`config.mk`:
```
export PLATFORM = sky130hd
export DESIGN_NAME = serializer_load_sched_flat
export DESIGN_NICKNAME = d
export VERILOG_FILES = /design/src/rtl/serializer_load_sched_if.sv /design/src/rtl/serializer_load_sched.sv /design/src/flat_wrapper.sv
export SDC_FILE = /design/constraint.sdc
export NUM_CORES = 1
export LEC_CHECK = 0
export BUFFER_PORTS_ARGS = -buffer_cell sky130_fd_sc_hd__buf_2
export CAP_MARGIN = 20
export CORE_UTILIZATION = 49
export CTS_BUF_LIST = sky130_fd_sc_hd__clkbuf_4 sky130_fd_sc_hd__clkbuf_8
export DETAILED_ROUTE_END_ITERATION = 16
export GPL_ROUTABILITY_DRIVEN = 0
export PLACE_DENSITY_LB_ADDON = 0.25
export SYNTH_ARGS = -nofsm -noshare
export SYNTH_HDL_FRONTEND = slang
export SYNTH_SLANG_ARGS = --single-unit
```
`constraint.sdc`:
```
create_clock -name clk_i -period 4.9 [get_ports clk_i]
set_clock_uncertainty 0.1 [all_clocks]
set_input_delay 0.49 -clock clk_i [delete_from_list [all_inputs] [get_ports clk_i]]
set_output_delay 0.49 -clock clk_i [all_outputs]
set_load 0.005 [all_outputs]
```
`src/rtl/serializer_load_sched_if.sv`:
```
// Requester handshake and serializer-side bus of serializer_load_sched.
// slave is the scheduler's view; master is the view of whoever drives the requests.
interface serializer_load_sched_if #(
  parameter int NUM_REQ = 4,
  parameter int WIDTH   = 16
);
  localparam int IDW = (NUM_REQ > 1) ? $clog2(NUM_REQ) : 1;

  logic [NUM_REQ-1:0]       req_valid_i;
  logic [NUM_REQ*WIDTH-1:0] req_data_i;
  logic [NUM_REQ-1:0]       req_ready_o;
  logic [WIDTH-1:0]         word_o;
  logic                     load_o;
  logic                     idle_o;
  logic [IDW-1:0]           grant_id_o;

  modport slave (
    input  req_valid_i, req_data_i,
    output req_ready_o, word_o, load_o, idle_o, grant_id_o
  );

  modport master (
    output req_valid_i, req_data_i,
    input  req_ready_o, word_o, load_o, idle_o, grant_id_o
  );
endinterface

```
`src/rtl/serializer_load_sched.sv`:
```
// Slot scheduler feeding the tree serializer: round-robin grant once per LOAD_DIV cycles.
// Optional macro SCHED_STATS_EN adds saturating slot/idle counters.
module serializer_load_sched #(
  parameter int               NUM_REQ   = 4,
  parameter int               WIDTH     = 16,
  parameter int               LOAD_DIV  = 8,
  parameter logic [WIDTH-1:0] IDLE_WORD = '0
) (
  input  logic                   clk_i,
  input  logic                   rst_i,
  input  logic                   div_rst_i,
  input  logic                   en_i,
  serializer_load_sched_if.slave bus
`ifdef SCHED_STATS_EN
  ,
  output logic [15:0]            slot_cnt_o,
  output logic [15:0]            idle_cnt_o
`endif
);

  localparam int PW  = (LOAD_DIV > 2) ? $clog2(LOAD_DIV) : 1;
  localparam int IDW = (NUM_REQ > 1) ? $clog2(NUM_REQ) : 1;
  localparam logic [PW-1:0] LAST = PW'(LOAD_DIV - 1);

  typedef enum logic [1:0] {
    S_HOLD,
    S_RUN,
    S_DRAIN
  } state_t;

  state_t              r_state, w_state_nxt;
  logic [PW-1:0]       r_phase, w_phase_nxt;
  logic [IDW-1:0]      r_ptr;
  logic [WIDTH-1:0]    r_word;
  logic                r_load;
  logic                r_idle;
  logic [IDW-1:0]      r_gid;

  logic                w_active;
  logic                w_slot;
  logic                w_found;
  logic [IDW-1:0]      w_gnt_id;
  logic [IDW-1:0]      w_idx;
  logic [NUM_REQ-1:0]  w_ready;
  logic [WIDTH-1:0]    w_gnt_data;

  // div_rst_i low forces HOLD in the same cycle, so it gates the slot directly.
  assign w_active = (r_state != S_HOLD) && div_rst_i;
  assign w_slot   = w_active && (r_phase == LAST);

  always_comb begin
    w_found  = 1'b0;
    w_gnt_id = '0;
    w_idx    = '0;
    for (int unsigned i = 0; i < NUM_REQ; i++) begin
      w_idx = IDW'((32'(r_ptr) + i) % NUM_REQ);
      if (!w_found && bus.req_valid_i[w_idx]) begin
        w_found  = 1'b1;
        w_gnt_id = w_idx;
      end
    end
  end

  always_comb begin
    w_ready = '0;
    if (w_slot && w_found) begin
      w_ready[w_gnt_id] = 1'b1;
    end
  end

  assign w_gnt_data = bus.req_data_i[32'(w_gnt_id)*WIDTH +: WIDTH];

  always_comb begin
    w_state_nxt = r_state;
    if (!div_rst_i) begin
      w_state_nxt = S_HOLD;
    end else begin
      case (r_state)
        S_HOLD:  if (en_i) w_state_nxt = S_RUN;
        S_RUN:   if (!en_i) w_state_nxt = w_slot ? S_HOLD : S_DRAIN;
        S_DRAIN: if (w_slot) w_state_nxt = S_HOLD;
        default: w_state_nxt = S_HOLD;
      endcase
    end
  end

  always_comb begin
    w_phase_nxt = '0;
    if (w_active && (r_phase != LAST)) begin
      w_phase_nxt = r_phase + 1'b1;
    end
  end

  always_ff @(posedge clk_i or negedge rst_i) begin
    if (!rst_i) begin
      r_state <= S_HOLD;
      r_phase <= '0;
    end else begin
      r_state <= w_state_nxt;
      r_phase <= w_phase_nxt;
    end
  end

  always_ff @(posedge clk_i or negedge rst_i) begin
    if (!rst_i) begin
      r_ptr  <= '0;
      r_word <= IDLE_WORD;
      r_load <= 1'b0;
      r_idle <= 1'b0;
      r_gid  <= '0;
    end else if (w_slot) begin
      r_load <= 1'b1;
      if (w_found) begin
        r_word <= w_gnt_data;
        r_idle <= 1'b0;
        r_gid  <= w_gnt_id;
        r_ptr  <= IDW'((32'(w_gnt_id) + 1) % NUM_REQ);
      end else begin
        r_word <= IDLE_WORD;
        r_idle <= 1'b1;
      end
    end else begin
      r_load <= 1'b0;
      r_idle <= 1'b0;
    end
  end

  assign bus.req_ready_o = w_ready;
  assign bus.word_o      = r_word;
  assign bus.load_o      = r_load;
  assign bus.idle_o      = r_idle;
  assign bus.grant_id_o  = r_gid;

`ifdef SCHED_STATS_EN
  logic [15:0] r_slot_cnt;
  logic [15:0] r_idle_cnt;

  always_ff @(posedge clk_i or negedge rst_i) begin
    if (!rst_i) begin
      r_slot_cnt <= '0;
      r_idle_cnt <= '0;
    end else if (r_load) begin
      if (r_slot_cnt != '1) r_slot_cnt <= r_slot_cnt + 16'd1;
      if (r_idle && (r_idle_cnt != '1)) r_idle_cnt <= r_idle_cnt + 16'd1;
    end
  end

  assign slot_cnt_o = r_slot_cnt;
  assign idle_cnt_o = r_idle_cnt;
`endif

endmodule
```
`src/flat_wrapper.sv`:
```
// flat-port wrapper written by rule: the top's interface ports become plain ports
module serializer_load_sched_flat 
#(
  parameter int               NUM_REQ   = 4,
  parameter int               WIDTH     = 16,
  parameter int               LOAD_DIV  = 8,
  parameter logic [WIDTH-1:0] IDLE_WORD = '0
)
  (clk_i, rst_i, div_rst_i, en_i, bus_req_valid_i, bus_req_data_i, bus_req_ready_o, bus_word_o, bus_load_o, bus_idle_o, bus_grant_id_o);
  serializer_load_sched_if #(.NUM_REQ(NUM_REQ), .WIDTH(WIDTH)) bus_i ();
  input  logic clk_i;
  input  logic rst_i;
  input  logic div_rst_i;
  input  logic en_i;
  input wire logic [$bits(bus_i.req_valid_i)-1:0] bus_req_valid_i;
  input wire logic [$bits(bus_i.req_data_i)-1:0] bus_req_data_i;
  output wire logic [$bits(bus_i.req_ready_o)-1:0] bus_req_ready_o;
  output wire logic [$bits(bus_i.word_o)-1:0] bus_word_o;
  output wire logic [$bits(bus_i.load_o)-1:0] bus_load_o;
  output wire logic [$bits(bus_i.idle_o)-1:0] bus_idle_o;
  output wire logic [$bits(bus_i.grant_id_o)-1:0] bus_grant_id_o;
  assign bus_i.req_valid_i = bus_req_valid_i;
  assign bus_i.req_data_i = bus_req_data_i;
  assign bus_req_ready_o = bus_i.req_ready_o;
  assign bus_word_o = bus_i.word_o;
  assign bus_load_o = bus_i.load_o;
  assign bus_idle_o = bus_i.idle_o;
  assign bus_grant_id_o = bus_i.grant_id_o;
  serializer_load_sched #(.NUM_REQ(NUM_REQ), .WIDTH(WIDTH), .LOAD_DIV(LOAD_DIV), .IDLE_WORD(IDLE_WORD)) u_core (.clk_i(clk_i), .rst_i(rst_i), .div_rst_i(div_rst_i), .en_i(en_i), .bus(bus_i));
endmodule
```
Word level (Yosys, flattened, before mapping)
Index checks and enable logic that the tools add are counted.
- flip-flop bits (word level): 27
- latch bits: 0
- bits in writable memories: 0
- ROM bits: 0
- bits of input ports: 72
- output and inout port bits: 24
- logic and storage cells: 71
- memories kept: 0
- add/sub/neg operators: 5
- $mul: 0
- div/mod/pow operators: 0
- order comparisons: 6
- equality and inequality tests: 7
- shifts and indexed selects: 1
- multiplexer cells: 30
- bitwise gates (word level): 0
- reduce and logical (&&, ||, !) cells: 15
- operators by type and width (kind ; number):
    64-bit by 7-bit variable part select with 16-bit output ; 1
    2-bit two-way mux ; 9
    16-bit two-way mux ; 1
    2-bit by 3-bit less-than comparator with 1-bit output, second input constant ; 5
    1-bit two-way mux ; 12
    3-bit inequality test, second input constant ; 3
    1-bit binary-select mux with 2-bit select ; 4
    1-bit logical AND ; 8
    2-bit one-hot mux with 3 select lines ; 1
    2-bit by 1-bit adder with 2-bit output, second input constant ; 2
    2-bit adder, second input constant ; 2
    4-bit two-way mux ; 1
    3-bit by 1-bit adder with 3-bit output, second input constant ; 1
    3-bit == test, second input constant ; 1
    1-bit zero test ; 3
    3-bit two-way mux ; 1
    3-bit by 2-bit inequality test with 1-bit output, second input constant ; 1
    3-bit AND reduction ; 1
    1-bit demux with 2-bit select ; 1
    2-bit by 1-bit == test with 1-bit output, second input constant ; 1
    2-bit == test, second input constant ; 1
    2-bit by 1-bit greater-or-equal comparator with 1-bit output, second input constant ; 1
    2-bit zero test ; 1
    2-bit AND reduction ; 1
    2-bit nonzero test ; 1

Depth between registers and ports, before layout
Gate-level depths: netlist of run 1.
- depth in word-level cells: 17
- depth in mapped cells: 7

Worst setup path after synthesis of run 1
OpenSTA, ideal clock, no wires.
- kind: input port to output port
- start: input port bus_req_valid_i[0]
- end: output port bus_req_ready_o[3]
- data arrival time: 1.704 ns
- required time: 4.310 ns
- setup slack: 2.606 ns
- stages: 7
- path buffers: 2
- path through: or3b_2 o221ai_1 buf_6 buf_6 inv_1 ha_1 and2_1
- word-level cells in the longest chain between the ends: 17
- elaborated cells between the ends (all ways): 29
- classes of those cells: order compare (2); mux (19); reduce/logical (8)
- RTL lines (item ; line ; RTL):
    from (decl) ; flat_wrapper.sv:15 ; input wire logic [$bits(bus_i.req_valid_i)-1:0] bus_req_valid_i;
    1-bit binary-select mux with 2-bit select ; serializer_load_sched.sv:57 ; if (!w_found && bus.req_valid_i[w_idx]) begin
    1-bit two-way mux (implied by the code) ; serializer_load_sched.sv:57 ;
    1-bit two-way mux ; serializer_load_sched.sv:57 ;
    1-bit zero test ; serializer_load_sched.sv:57 ;
    1-bit logical AND ; serializer_load_sched.sv:57 ;
    1-bit two-way mux ; serializer_load_sched.sv:57 ;
    1-bit zero test ; serializer_load_sched.sv:57 ;
    1-bit logical AND ; serializer_load_sched.sv:57 ;
    [2 not listed] ; n/a ;
    1-bit logical AND ; serializer_load_sched.sv:57 ;
    2-bit two-way mux * ; serializer_load_sched.sv:57 ;
    via u_core.w_gnt_id[0] ; serializer_load_sched.sv:42 ; logic [IDW-1:0] w_gnt_id;
    2-bit by 3-bit less-than comparator with 1-bit output (implied by the code) / 2-bit by 1-bit greater-or-equal comparator with 1-bit output (equally long branches) ; serializer_load_sched.sv:67 ; w_ready[w_gnt_id] = 1'b1;
    1-bit logical AND (implied by the code) ; serializer_load_sched.sv:67 ;
    1-bit two-way mux (implied by the code) ; serializer_load_sched.sv:67 ;
    1-bit demux with 2-bit select * ; n/a ;
    4-bit two-way mux * ; serializer_load_sched.sv:66 ; if (w_slot && w_found) begin
    to (decl) ; flat_wrapper.sv:17 ; output wire logic [$bits(bus_i.req_ready_o)-1:0] bus_req_ready_o;
The timed path passes the listed nets; every way through them passes the cells marked *. The select of a mux whose other input is x is not followed.

Worst setup path in the final report of run 1
- start: register u_core.r_ptr[1]
- end: output port bus_req_ready_o[3]
- word-level cells in the longest chain between the ends: 17
- elaborated cells between the ends (all ways): 32
- classes of those cells: add/sub (3); order compare (2); mux (19); reduce/logical (8)
- RTL lines (item ; line ; RTL):
    from (decl) ; serializer_load_sched.sv:33 ; logic [IDW-1:0] r_ptr;
    from (signal assigned) ; serializer_load_sched.sv:117 ; r_ptr <= IDW'((32'(w_gnt_id) + 1) % NUM_REQ);
    parallel branches: the longest is 11 deep, another holds 2-bit by 1-bit adder with 2-bit output ; n/a ;
    2-bit two-way mux * ; serializer_load_sched.sv:57 ;
    via u_core.w_gnt_id[0] ; serializer_load_sched.sv:42 ;
    2-bit by 3-bit less-than comparator with 1-bit output (implied by the code) / 2-bit by 1-bit greater-or-equal comparator with 1-bit output (equally long branches) ; serializer_load_sched.sv:67 ;
    1-bit logical AND (implied by the code) ; serializer_load_sched.sv:67 ;
    1-bit two-way mux (implied by the code) ; serializer_load_sched.sv:67 ;
    1-bit demux with 2-bit select * ; n/a ;
    4-bit two-way mux * ; serializer_load_sched.sv:66 ;
Mark *: on every way through the listed nets, which the timed path passes. The select of a mux whose other input is x is not followed.

==> results of run 1 <==
[report_power, final]
part,internal (mW),total (mW),switching [mW]
Combinational,0.0400,0.0762,0.0362
Clock,0.0312,0.0953,0.0641
Sequential,0.225,0.226,0.00124
[final timing paths]
check	start	to	slack [ps]
max	u_core.r_ptr[1]	bus_req_ready_o[3]	1970
min	rst_i	u_core.bus.word_o[9]	40
max reg2reg	u_core.r_phase[0]	u_core.bus.word_o[4]	2370
min reg2reg	u_core.r_phase[0]	u_core.r_phase[0]	370
max in group asynchronous	rst_i	u_core.bus.grant_id_o[1]	4280
min in group clk_i	en_i	u_core.r_state[0]	290
[layout by cell type (no fill, tap or decap), types with 2 or more instances in the layout]
cell / instances
sky130_fd_sc_hd__buf_4: 2
sky130_fd_sc_hd__and2_1: 7
sky130_fd_sc_hd__o21ai_0: 5
sky130_fd_sc_hd__nor2_1: 5
sky130_fd_sc_hd__clkbuf_4: 3
sky130_fd_sc_hd__ha_1: 6
sky130_fd_sc_hd__buf_2: 95
sky130_fd_sc_hd__mux2i_1: 32
sky130_fd_sc_hd__mux2_2: 2
sky130_fd_sc_hd__nand2_1: 19
sky130_fd_sc_hd__inv_1: 5
sky130_fd_sc_hd__a21oi_1: 2
sky130_fd_sc_hd__dfrtp_1: 27
sky130_fd_sc_hd__o221ai_1: 9
sky130_fd_sc_hd__o221ai_2: 7
[cell usage after synthesis]
library cell / n
sky130_fd_sc_hd__clkbuf_1: 1
sky130_fd_sc_hd__or2b_1: 1
sky130_fd_sc_hd__o221ai_1: 10
sky130_fd_sc_hd__ha_1: 6
sky130_fd_sc_hd__mux2i_1: 32
sky130_fd_sc_hd__buf_8: 3
sky130_fd_sc_hd__nor2_1: 5
sky130_fd_sc_hd__nor2b_2: 1
sky130_fd_sc_hd__o221ai_2: 7
sky130_fd_sc_hd__or3b_2: 1
sky130_fd_sc_hd__and2_1: 7
sky130_fd_sc_hd__a21oi_1: 2
sky130_fd_sc_hd__nor3_1: 1
sky130_fd_sc_hd__inv_1: 5
sky130_fd_sc_hd__mux2_2: 2
sky130_fd_sc_hd__nor4_1: 1
sky130_fd_sc_hd__dlygate4sd1_1: 1
sky130_fd_sc_hd__or4_1: 1
sky130_fd_sc_hd__a311oi_1: 1
sky130_fd_sc_hd__a21boi_0: 1
sky130_fd_sc_hd__o21ai_2: 1
sky130_fd_sc_hd__nor2b_1: 1
sky130_fd_sc_hd__buf_6: 4
sky130_fd_sc_hd__dfrtp_1: 27
sky130_fd_sc_hd__nand2_1: 19
sky130_fd_sc_hd__o21ai_0: 5
sky130_fd_sc_hd__o211ai_1: 1
[flip-flops by register name, indices dropped and copies added, names as in the netlist]
signal	count
u_core.bus.grant_id_o	2
u_core.bus.idle_o	1
u_core.bus.load_o	1
u_core.bus.word_o	16
u_core.r_phase	3
u_core.r_ptr	2
u_core.r_state	2
[layer usage]
layer / GRT usage (%) / wire (um) / up-vias
met4: 7.97 / 16 / 0
met5: 0 / 0 / -
met1: 25.6 / 1590 / 679
met3: 3.03 / 246 / 2
li1: - / - / 723
met2: 35.6 / 1830 / 68
[area by class of cell]
type	instances	share of cell area, %
Multi-Input combinational cell	106	40.9
Sequential cell	27	31.4
Timing Repair Buffer	97	22.8
Tap cell	44	2.56
Clock buffer	3	1.05
Inverter	5	0.873
Clock inverter	1	0.349
[cells by family after synthesis]
kind of cell             Yosys count  synth area share (%)
multiplexers                      34                  20.7
flip-flops                        27                  40.7
AND/OR/NAND/NOR                   38                  11.1
adder cells (fa/ha/maj)            6                  4.52
AO/OA/AOI/OAI                     28                  15.7
buffers and inverters             14                  7.31
[through the flow]
stage / cell area [sq um] / util [%] / hold slack (ps)
floorplan: 1660 / - / 94.4
global placement: 2120 / 67.8 / 341
detailed placement: 2120 / 67.8 / 345
CTS: 2150 / 68.7 / 40.6
global route: 2150 / 68.7 / 53.3
finish: 2150 / 68.7 / 36.7
[worst reg2reg max path, cell delays in order, from the launching register on]
cell	delay [ps]
sky130_fd_sc_hd__dfrtp_1	380
sky130_fd_sc_hd__ha_1	150
sky130_fd_sc_hd__ha_1	190
sky130_fd_sc_hd__o211ai_1	340
sky130_fd_sc_hd__or4_1	970
sky130_fd_sc_hd__o221ai_1	330
==> reports/summary.log, run 1 <==
[worst_setup_path] Required @ worst endpoint 4310 ps
[final_layout] Fillers 257
[global_route] global-route wire length before repair 5.55 mm
[synthesis] synth top area cells sky130_fd_sc_hd__dfrtp_1 41%, sky130_fd_sc_hd__mux2i_1 19%, sky130_fd_sc_hd__o221ai_2 6.3%, sky130_fd_sc_hd__o221ai_1 5.3%, sky130_fd_sc_hd__ha_1 4.5%
[synthesis] Synth top area share 40.7%
[die] Total Die Area 3620 sq um
[placement] Placement Setup Slack 2210 ps
[synthesis] number of synthesized register bits 27
[final_layout] FF/Latch Area 676 sq um
[detailed_routing] average via count per standard cell 5.20
[cts] Clk Tree Root Cell sky130_fd_sc_hd__clkbuf_4
[cts] clock latency on the worst-skew pair 320 ps
[die] number of placement rows 20
[global_route] sum of overflow across all layers after global routing 0
[synthesis] yosys synthesis warning count 0
[detailed_routing] count of routing violations after the opening detailed-route iteration 56
[synthesis] cell type with the highest aggregate area in the netlist sky130_fd_sc_hd__dfrtp_1
[placement] HPWL after detailed placement 2.85 mm
[final_layout] Non-Filler Instances 283
[power_and_ir_drop] ratio of total power to cell area 185 nW/um^2
[final_layout] area occupied by multi-input gates 880 sq um
[timing] setup repair after global routing missed its margin false
[placement] PortBufs 95
[die] Die Span X 60.2 um
[cts] TritonCTS clock tree yes
[min_path] Hold/Removal Path Class in2async
[timing] relative max-transition margin 41.3%
[detailed_routing] ANT nets after route 0
[die] height of the die 60.2 um
[timing] Finish-stage setup viols 0
[detailed_routing] total DRC errors in the routed layout 0
[worst_setup_path] CP max FO 17
[synthesis] cell area after synthesis 1660 sq um
[worst_setup_path] chain of cells forming the critical path mux2_2, o221ai_4, inv_1, ha_1, and2_1, buf_2
[global_route] antenna violations before repair 0
[cts] register clock-pin slew on the reported worst setup and hold paths 150 ps
[timing] setup TNS 0 ps
[final_layout] fin nets 318
[cts] post-CTS setup buffers 0
[die] top-level I/O count 96
[placement] Placed Cells incl. Taps 279
[cts] post_cts resized 0
[worst_setup_path] category of the worst setup path capture point primary output
[worst_setup_path] count of buffering cells on the critical path with inverters included 2
[cts] Hold Buf Count CTS 0
[timing] Tcrit/Tclk final 59.8%
[timing] Worst Setup Slack, final 1970 ps
[job] reported max-cap violation count 0
[worst_setup_path] number of cells on the critical path 6
[detailed_routing] Pre-antenna DRT Iters 5
[detailed_routing] Total Wirelength 3.68 mm
[cts] H-tree levels 1
[worst_setup_path] critical path data arrival time 2340 ps
[power_and_ir_drop] Overall Power 398 uW
[synthesis] fraction of the yosys area taken by sequential cells 40.7%
[final_layout] Area Overhead vs Synth 29.6%
[final_layout] number of antenna cells inserted 0
[worst_setup_path] Slowest-stage cell, CP sky130_fd_sc_hd__o221ai_4
[cts] number of buffers between clock root and the deepest sink 2
[timing] pins over their slew limit 0
[synthesis] mean cell area of the mapped netlist 11.3 sq um
[status] result of the run finished, final reports clean
[worst_setup_path] Slowest Stage Delay on Critical Path 570 ps
[power_and_ir_drop] maximum vdd ir drop 0.104 mV
[final_layout] share of cells above drive strength 1 47.7%
[detailed_routing] overall via count from detail_route 1,472
[worst_setup_path] FF-to-FF path depth 5
[timing] maximum operating frequency 341 MHz
[die] Initial Utilization 53.0%
[global_route] Total Routing Usage GR 20.6%
[global_route] largest net degree at the start of global routing 28
[synthesis] Mapped Cells 147
[worst_setup_path] largest delay contributor family on the critical path compound AO/OA/AOI/OAI gates
[die] area of the core region 3130 sq um
[cts] number of buffers inserted during clock tree synthesis 3
[detailed_routing] routed length per placed instance 13.0 um
[synthesis] Post-Synthesis Net Count 225
[synthesis] Cell variety after synth 27
[cts] number of clock sinks seen by CTS 27
[timing] final hold viol count 0
[worst_setup_path] Worst Path Class, Setup reg2out
[worst_setup_path] type of element launching the critical path register
[timing] Tightest Pin Transition 881 ps
[global_route] via count of the first global-routing pass 1,296
[power_and_ir_drop] Static Leakage 1.29 nW
[timing] final critical delay including setup and external delays 2930 ps
Power figures use the tool's default switching activity.
==> inputs of run 2 (changes only) <==
Settings changed: CORE_UTILIZATION 49 to 41.
Clock period 4.9 ns to 2.5 ns, I/O delays scaled along.
==> run 2 against run 1 <==
Flip-flop and latch count did not move. Critical path depth rose by 1. Total power rose by 120%. Design area rose by 4.6%. Largest cell class unchanged. Die area rose by 19%. Register-to-register slack got worse by 2100 ps.
==> reports/summary.log, run 2 (synthesized netlist as in run 1, its figures left out) <==
[status] result of the run finished, final reports clean
[timing] setup TNS 0 ps
[cts] number of buffers between clock root and the deepest sink 2
[worst_setup_path] Required @ worst endpoint 2150 ps
[global_route] antenna violations before repair 0
[cts] TritonCTS clock tree yes
[power_and_ir_drop] ratio of total power to cell area 381 nW/um^2
[worst_setup_path] category of the worst setup path capture point primary output
[placement] Placed Cells incl. Taps 287
[worst_setup_path] type of element launching the critical path register
[cts] register clock-pin slew on the reported worst setup and hold paths 90 ps
[global_route] via count of the first global-routing pass 1,343
[die] area of the core region 3770 sq um
[worst_setup_path] Worst Path Class, Setup reg2out
[power_and_ir_drop] Switch Pwr 205 uW
[job] reported max-cap violation count 0
[final_layout] fin nets 326
[final_layout] fin area 2250 sq um
[timing] final critical delay including setup and external delays 2300 ps
[detailed_routing] overall via count from detail_route 1,486
[die] height of the die 65.6 um
[timing] setup repair after global routing missed its margin false
[worst_setup_path] Critical path destination bus_req_ready_o[1]
[power_and_ir_drop] Overall Power 856 uW
[min_path] Hold/Removal Path Class in2reg
[timing] final hold viol count 0
[worst_setup_path] R2R setup slack 280 ps
[placement] PortBufs 95
[timing] pins over their slew limit 0
[detailed_routing] routed length on met3 314 um
[die] Initial Utilization 44.0%
[cts] number of clock sinks seen by CTS 27
[timing] Tightest Pin Transition 861 ps
[final_layout] number of antenna cells inserted 0
[placement] HPWL after detailed placement 2.93 mm
[worst_setup_path] Crit. Startpoint u_core.r_phase[0]
[final_layout] number of flip-flops in the largest register 16
[placement] instance area at placement 2170 sq um
[die] number of placement rows 22
[detailed_routing] Pre-antenna DRT Iters 4
[timing] relative max-transition margin 42.6%
[die] Die Span X 65.6 um
[power_and_ir_drop] relative contribution of sequential cells to total power 51.7%
[worst_setup_path] cell mode on critical path sky130_fd_sc_hd__ha_1
[timing] maximum operating frequency 435 MHz
[global_route] Total Routing Usage GR 17.9%
[worst_setup_path] critical register-to-register path endpoint u_core.bus.word_o[13]
[power_and_ir_drop] proportion of power drawn by the clock network 29.8%
[detailed_routing] total DRC errors in the routed layout 0
[cts] H-tree levels 1
[worst_setup_path] Slowest-stage cell, CP sky130_fd_sc_hd__dfrtp_1
[detailed_routing] count of routing violations after the opening detailed-route iteration 30
[cts] number of buffers inserted during clock tree synthesis 3
[timing] Finish-stage setup viols 0
[power_and_ir_drop] Int Power 651 uW
[detailed_routing] Total Wirelength 3.78 mm
[worst_setup_path] chain of cells forming the critical path ha_1, ha_1, o211ai_1, buf_4, nor2_1, and2_1, buf_2
[timing] Worst Setup Slack, final 199 ps
[timing] worst hold slack after final layout 115 ps
[worst_setup_path] FF-to-FF path depth 7
[power_and_ir_drop] switching share of power 24.0%
[detailed_routing] DR top layer met3
[power_and_ir_drop] maximum vdd ir drop 0.216 mV
[final_layout] commonest cells after routing, fill and taps aside 95 x sky130_fd_sc_hd__buf_2, 32 x sky130_fd_sc_hd__mux2i_1, 27 x sky130_fd_sc_hd__dfrtp_1
[die] Total Die Area 4300 sq um
[placement] Placement Setup Slack 162 ps
[power_and_ir_drop] combinational share of power 18.5%
[final_layout] Non-Filler Instances 295
[detailed_routing] ANT nets after route 0
[worst_setup_path] Reg-to-Reg Start u_core.r_phase[0]
[cts] Clk Tree Root Cell sky130_fd_sc_hd__clkbuf_8
[detailed_routing] routed length per placed instance 12.8 um
[worst_setup_path] critical path data arrival time 1950 ps
[final_layout] share of cells above drive strength 1 49.0%
[detailed_routing] Met1 Routed Length 1.74 mm
[worst_setup_path] Slowest Stage Delay on Critical Path 360 ps
[global_route] sum of overflow across all layers after global routing 0
[detailed_routing] average via count per standard cell 5.04
[final_layout] most common cell after layout, fill and taps aside sky130_fd_sc_hd__buf_2
[timing] Tcrit/Tclk final 92.1%
[die] top-level I/O count 96
[worst_setup_path] CP max FO 9
[power_and_ir_drop] Static Leakage 1.34 nW
[detailed_routing] Detail Route met2 WL 1.73 mm
[final_layout] Area Overhead vs Synth 35.5%
[global_route] largest net degree at the start of global routing 28
[global_route] global-route wire length before repair 5.95 mm
[cts] clock latency on the worst-skew pair 270 ps
[final_layout] core utilization of the finished layout 59.6%
[run 2: final cells by class]
| type | instances | area, sq um |
|---|---|---|
| Fill cell | 348 | 1520 |
| Timing Repair Buffer | 105 | 566 |
| Multi-Input combinational cell | 106 | 880 |
| Inverter | 5 | 18.8 |
| Clock buffer | 4 | 48.8 |
| Tap cell | 48 | 60.1 |
| Sequential cell | 27 | 676 |
[run 2: layer usage]
layer | vias up | track usage (%)
li1 | 744 | -
met1 | 678 | 23.3
met2 | 64 | 30.5
met3 | 0 | 3.65
met4 | 0 | 3.26
met5 | - | 0
[run 2: worst min path at each step]
stage	end	startpoint	slack [ps]	cells past startpoint
global placement	u_core.bus.load_o	rst_i	190	1
floorplan	u_core.bus.grant_id_o[0]	rst_i	-150	0
global route	u_core.r_state[0]	en_i	100	3
CTS	u_core.r_state[0]	en_i	110	3
detailed placement	u_core.bus.load_o	rst_i	200	1
finish	u_core.r_state[0]	en_i	110	3
[run 2: power groups by stage]
stage	sequential, mW	clock, mW	combinational, mW
2_1_floorplan	0.451	0	0.0819
3_3_place_gp	0.451	0	0.153
3_5_place_dp	0.451	0	0.155
4_1_cts	0.442	0.263	0.161
5_1_grt	0.443	0.283	0.175
6_report	0.442	0.255	0.158
[run 2: repair_timing]
action	in CTS	in global routing
setup buffers	3	0
hold buffers	1	0
resized for setup	0	0
setup endpoints to repair	2	0
hold endpoints to repair	27	0
[run 2: worst max-delay path: cells and delay by family (launching register included)]
family	cells	cell delay (ps)
AO/OA/AOI/OAI	1	140
adder cells (fa/ha/maj)	2	330
buffers and inverters	2	310
flip-flops	1	360
AND/OR/NAND/NOR	2	560
==> inputs of run 3 (changes only) <==
Settings changed: BUFFER_PORTS_ARGS -buffer_cell sky130_fd_sc_hd__buf_2 to -buffer_cell sky130_fd_sc_hd__buf_4, CORE_ASPECT_RATIO set to 0.5, SLEW_MARGIN set to 15.
==> run 3 against run 2 <==
Largest power group unchanged. Design area up 12%. Hold slack got worse by 17 ps. Count of clock-buffer cells in the layout shrank 1. Cell count increased by 2.4%. Sequential share of layout area fell by 3.1 points. Non-clock buffer count rose by 4.
==> reports/summary.log, run 3 (synthesized netlist as in run 1, its figures left out) <==
[detailed_routing] overall via count from detail_route 1,505
[power_and_ir_drop] Overall Power 892 uW
[detailed_routing] count of routing violations after the opening detailed-route iteration 27
[power_and_ir_drop] proportion of power drawn by the clock network 28.4%
[min_path] hold worst-path end u_core.r_state[0]
[detailed_routing] Detail Route met2 WL 2.27 mm
[final_layout] commonest cells after routing, fill and taps aside 108 x sky130_fd_sc_hd__buf_4, 32 x sky130_fd_sc_hd__mux2i_1, 27 x sky130_fd_sc_hd__dfrtp_1
[timing] Finish-stage setup viols 0
[cts] number of buffers inserted during clock tree synthesis 3
[global_route] via count of the first global-routing pass 1,481
[final_layout] Fillers 283
[worst_setup_path] CP max FO 9
[worst_setup_path] Required @ worst endpoint 2150 ps
[die] top-level I/O count 96
[final_layout] number of antenna cells inserted 0
[job] reported max-cap violation count 0
[cts] Clk Tree Root Cell sky130_fd_sc_hd__clkbuf_8
[cts] H-tree levels 1
[power_and_ir_drop] Switch Pwr 220 uW
[timing] Tcrit/Tclk final 93.6%
[cts] number of clock sinks seen by CTS 27
[min_path] hold wc startpoint en_i
[cts] number of buffers between clock root and the deepest sink 2
[worst_setup_path] R2R setup slack 290 ps
[power_and_ir_drop] Int Power 672 uW
[timing] Tightest Pin Transition 858 ps
[detailed_routing] DR top layer met4
[timing] relative max-transition margin 42.8%
[detailed_routing] average via count per standard cell 4.98
[timing] setup repair after global routing missed its margin false
[die] Total Die Area 4320 sq um
[worst_setup_path] type of element launching the critical path register
[final_layout] number of flip-flops in the largest register 16
[cts] clock latency on the worst-skew pair 280 ps
[final_layout] most common cell after layout, fill and taps aside sky130_fd_sc_hd__buf_4
[cts] TritonCTS clock tree yes
[status] result of the run finished, final reports clean
[power_and_ir_drop] switching share of power 24.7%
[worst_setup_path] Worst Path Class, Setup reg2out
[final_layout] fin nets 330
[power_and_ir_drop] relative contribution of sequential cells to total power 49.6%
[timing] setup TNS 0 ps
[detailed_routing] routed length per placed instance 14.4 um
[power_and_ir_drop] maximum vdd ir drop 0.216 mV
[die] height of the die 47.0 um
[timing] pins over their slew limit 0
[global_route] Total Routing Usage GR 19.7%
[power_and_ir_drop] combinational share of power 22.0%
[final_layout] core utilization of the finished layout 68.9%
[global_route] largest net degree at the start of global routing 28
[detailed_routing] Pre-antenna DRT Iters 4
[timing] final hold viol count 0
[die] area of the core region 3640 sq um
[min_path] Hold/Removal Path Class in2reg
[timing] final critical delay including setup and external delays 2340 ps
[detailed_routing] routed length on met3 263 um
[worst_setup_path] Reg-to-Reg Start u_core.r_ptr[1]
[global_route] antenna violations before repair 0
[worst_setup_path] critical path data arrival time 1990 ps
[global_route] global-route wire length before repair 6.50 mm
[placement] HPWL after detailed placement 3.40 mm
[power_and_ir_drop] ratio of total power to cell area 356 nW/um^2
[detailed_routing] ANT nets after route 0
[detailed_routing] Met1 Routed Length 1.76 mm
[worst_setup_path] FF-to-FF path depth 6
[worst_setup_path] category of the worst setup path capture point primary output
[detailed_routing] total DRC errors in the routed layout 0
[final_layout] share of cells above drive strength 1 50.2%
[placement] PortBufs 95
[final_layout] Area Overhead vs Synth 51.1%
[worst_setup_path] critical register-to-register path endpoint u_core.bus.word_o[2]
[die] Die Span X 92.0 um
[die] Initial Utilization 45.6%
[timing] maximum operating frequency 427 MHz
[cts] register clock-pin slew on the reported worst setup and hold paths 100 ps
[die] number of placement rows 15
[power_and_ir_drop] Static Leakage 1.41 nW
[detailed_routing] Total Wirelength 4.33 mm
[min_path] Worst Hold Path Cells 3
[global_route] sum of overflow across all layers after global routing 0
[run 3: cell types whose count changed in the layout (fill, tap and decap cells not counted), sizes merged]
cell	delta
clkbuf	-1
buf	+4
clkinv	+1
[run 3: worst max path at each step]
| stage | end | slack [ps] | startpoint | cells after the start |
|---|---|---|---|---|
| after global placement | u_core.bus.word_o[4] | 340 | u_core.r_ptr[1] | 5 |
| after detailed placement | u_core.bus.word_o[2] | 220 | u_core.r_ptr[1] | 5 |
| after global routing | bus_req_ready_o[0] | 70 | u_core.r_ptr[1] | 7 |
| final | bus_req_ready_o[3] | 160 | u_core.r_ptr[1] | 6 |
| after floorplan | u_core.r_ptr[1] | 430 | u_core.r_ptr[0] | 7 |
| after CTS | bus_req_ready_o[3] | 20 | u_core.r_ptr[1] | 6 |
[run 3: power groups by stage]
stage	clock network, mW	registers (mW)	logic, mW
after floorplan	0	0.451	0.0819
after global placement	0	0.451	0.183
after detailed placement	0	0.451	0.187
after CTS	0.254	0.443	0.189
after global routing	0.273	0.443	0.214
final	0.253	0.443	0.196
[run 3: repair_timing]
item,4_1_cts,5_1_grt
pin swaps,1,1
gates resized for setup,0,1
endpoints found under the hold margin,27,0
hold buffers,1,0
buffers inserted,0,6
endpoints found under the setup margin,1,3
[run 3: critical path, stage by stage (launching register included)]
cell and delay (ps):
sky130_fd_sc_hd__dfrtp_1 430, sky130_fd_sc_hd__mux2_2 380, sky130_fd_sc_hd__o221ai_4 300, sky130_fd_sc_hd__inv_1 140, sky130_fd_sc_hd__ha_1 200, sky130_fd_sc_hd__and2_1 140
sky130_fd_sc_hd__buf_4 130
[run 3: per-stage QoR]
step / std cells / hold slack [ps] / setup WS (ps) / instance area (sq um)
after global routing: 302 / 117 / 69.2 / 2510
after floorplan: 147 / -146 / 427 / 1660
after CTS: 296 / 103 / 17.0 / 2460
after detailed placement: 291 / 85.9 / 225 / 2400
after global placement: 291 / 81.1 / 343 / 2400
final: 302 / 97.5 / 160 / 2510
[run 3: cell type report]
class / instances / area, sq um / area share [%]
clock buffers: 3 / 41.3 / 1.65
clock inverters: 1 / 5.00 / 0.200
inverters: 5 / 18.8 / 0.749
multi-input cells: 106 / 882 / 35.2
flip-flops and latches: 27 / 676 / 26.9
well taps: 51 / 63.8 / 2.54
repair buffers: 109 / 821 / 32.7
[run 3: routing by layer]
metal	vias to the layer above	GRT usage [%]
met5	-	0
met4	0	6.56
met3	4	4.53
met2	44	38.4
met1	709	22.6
li1	748	-
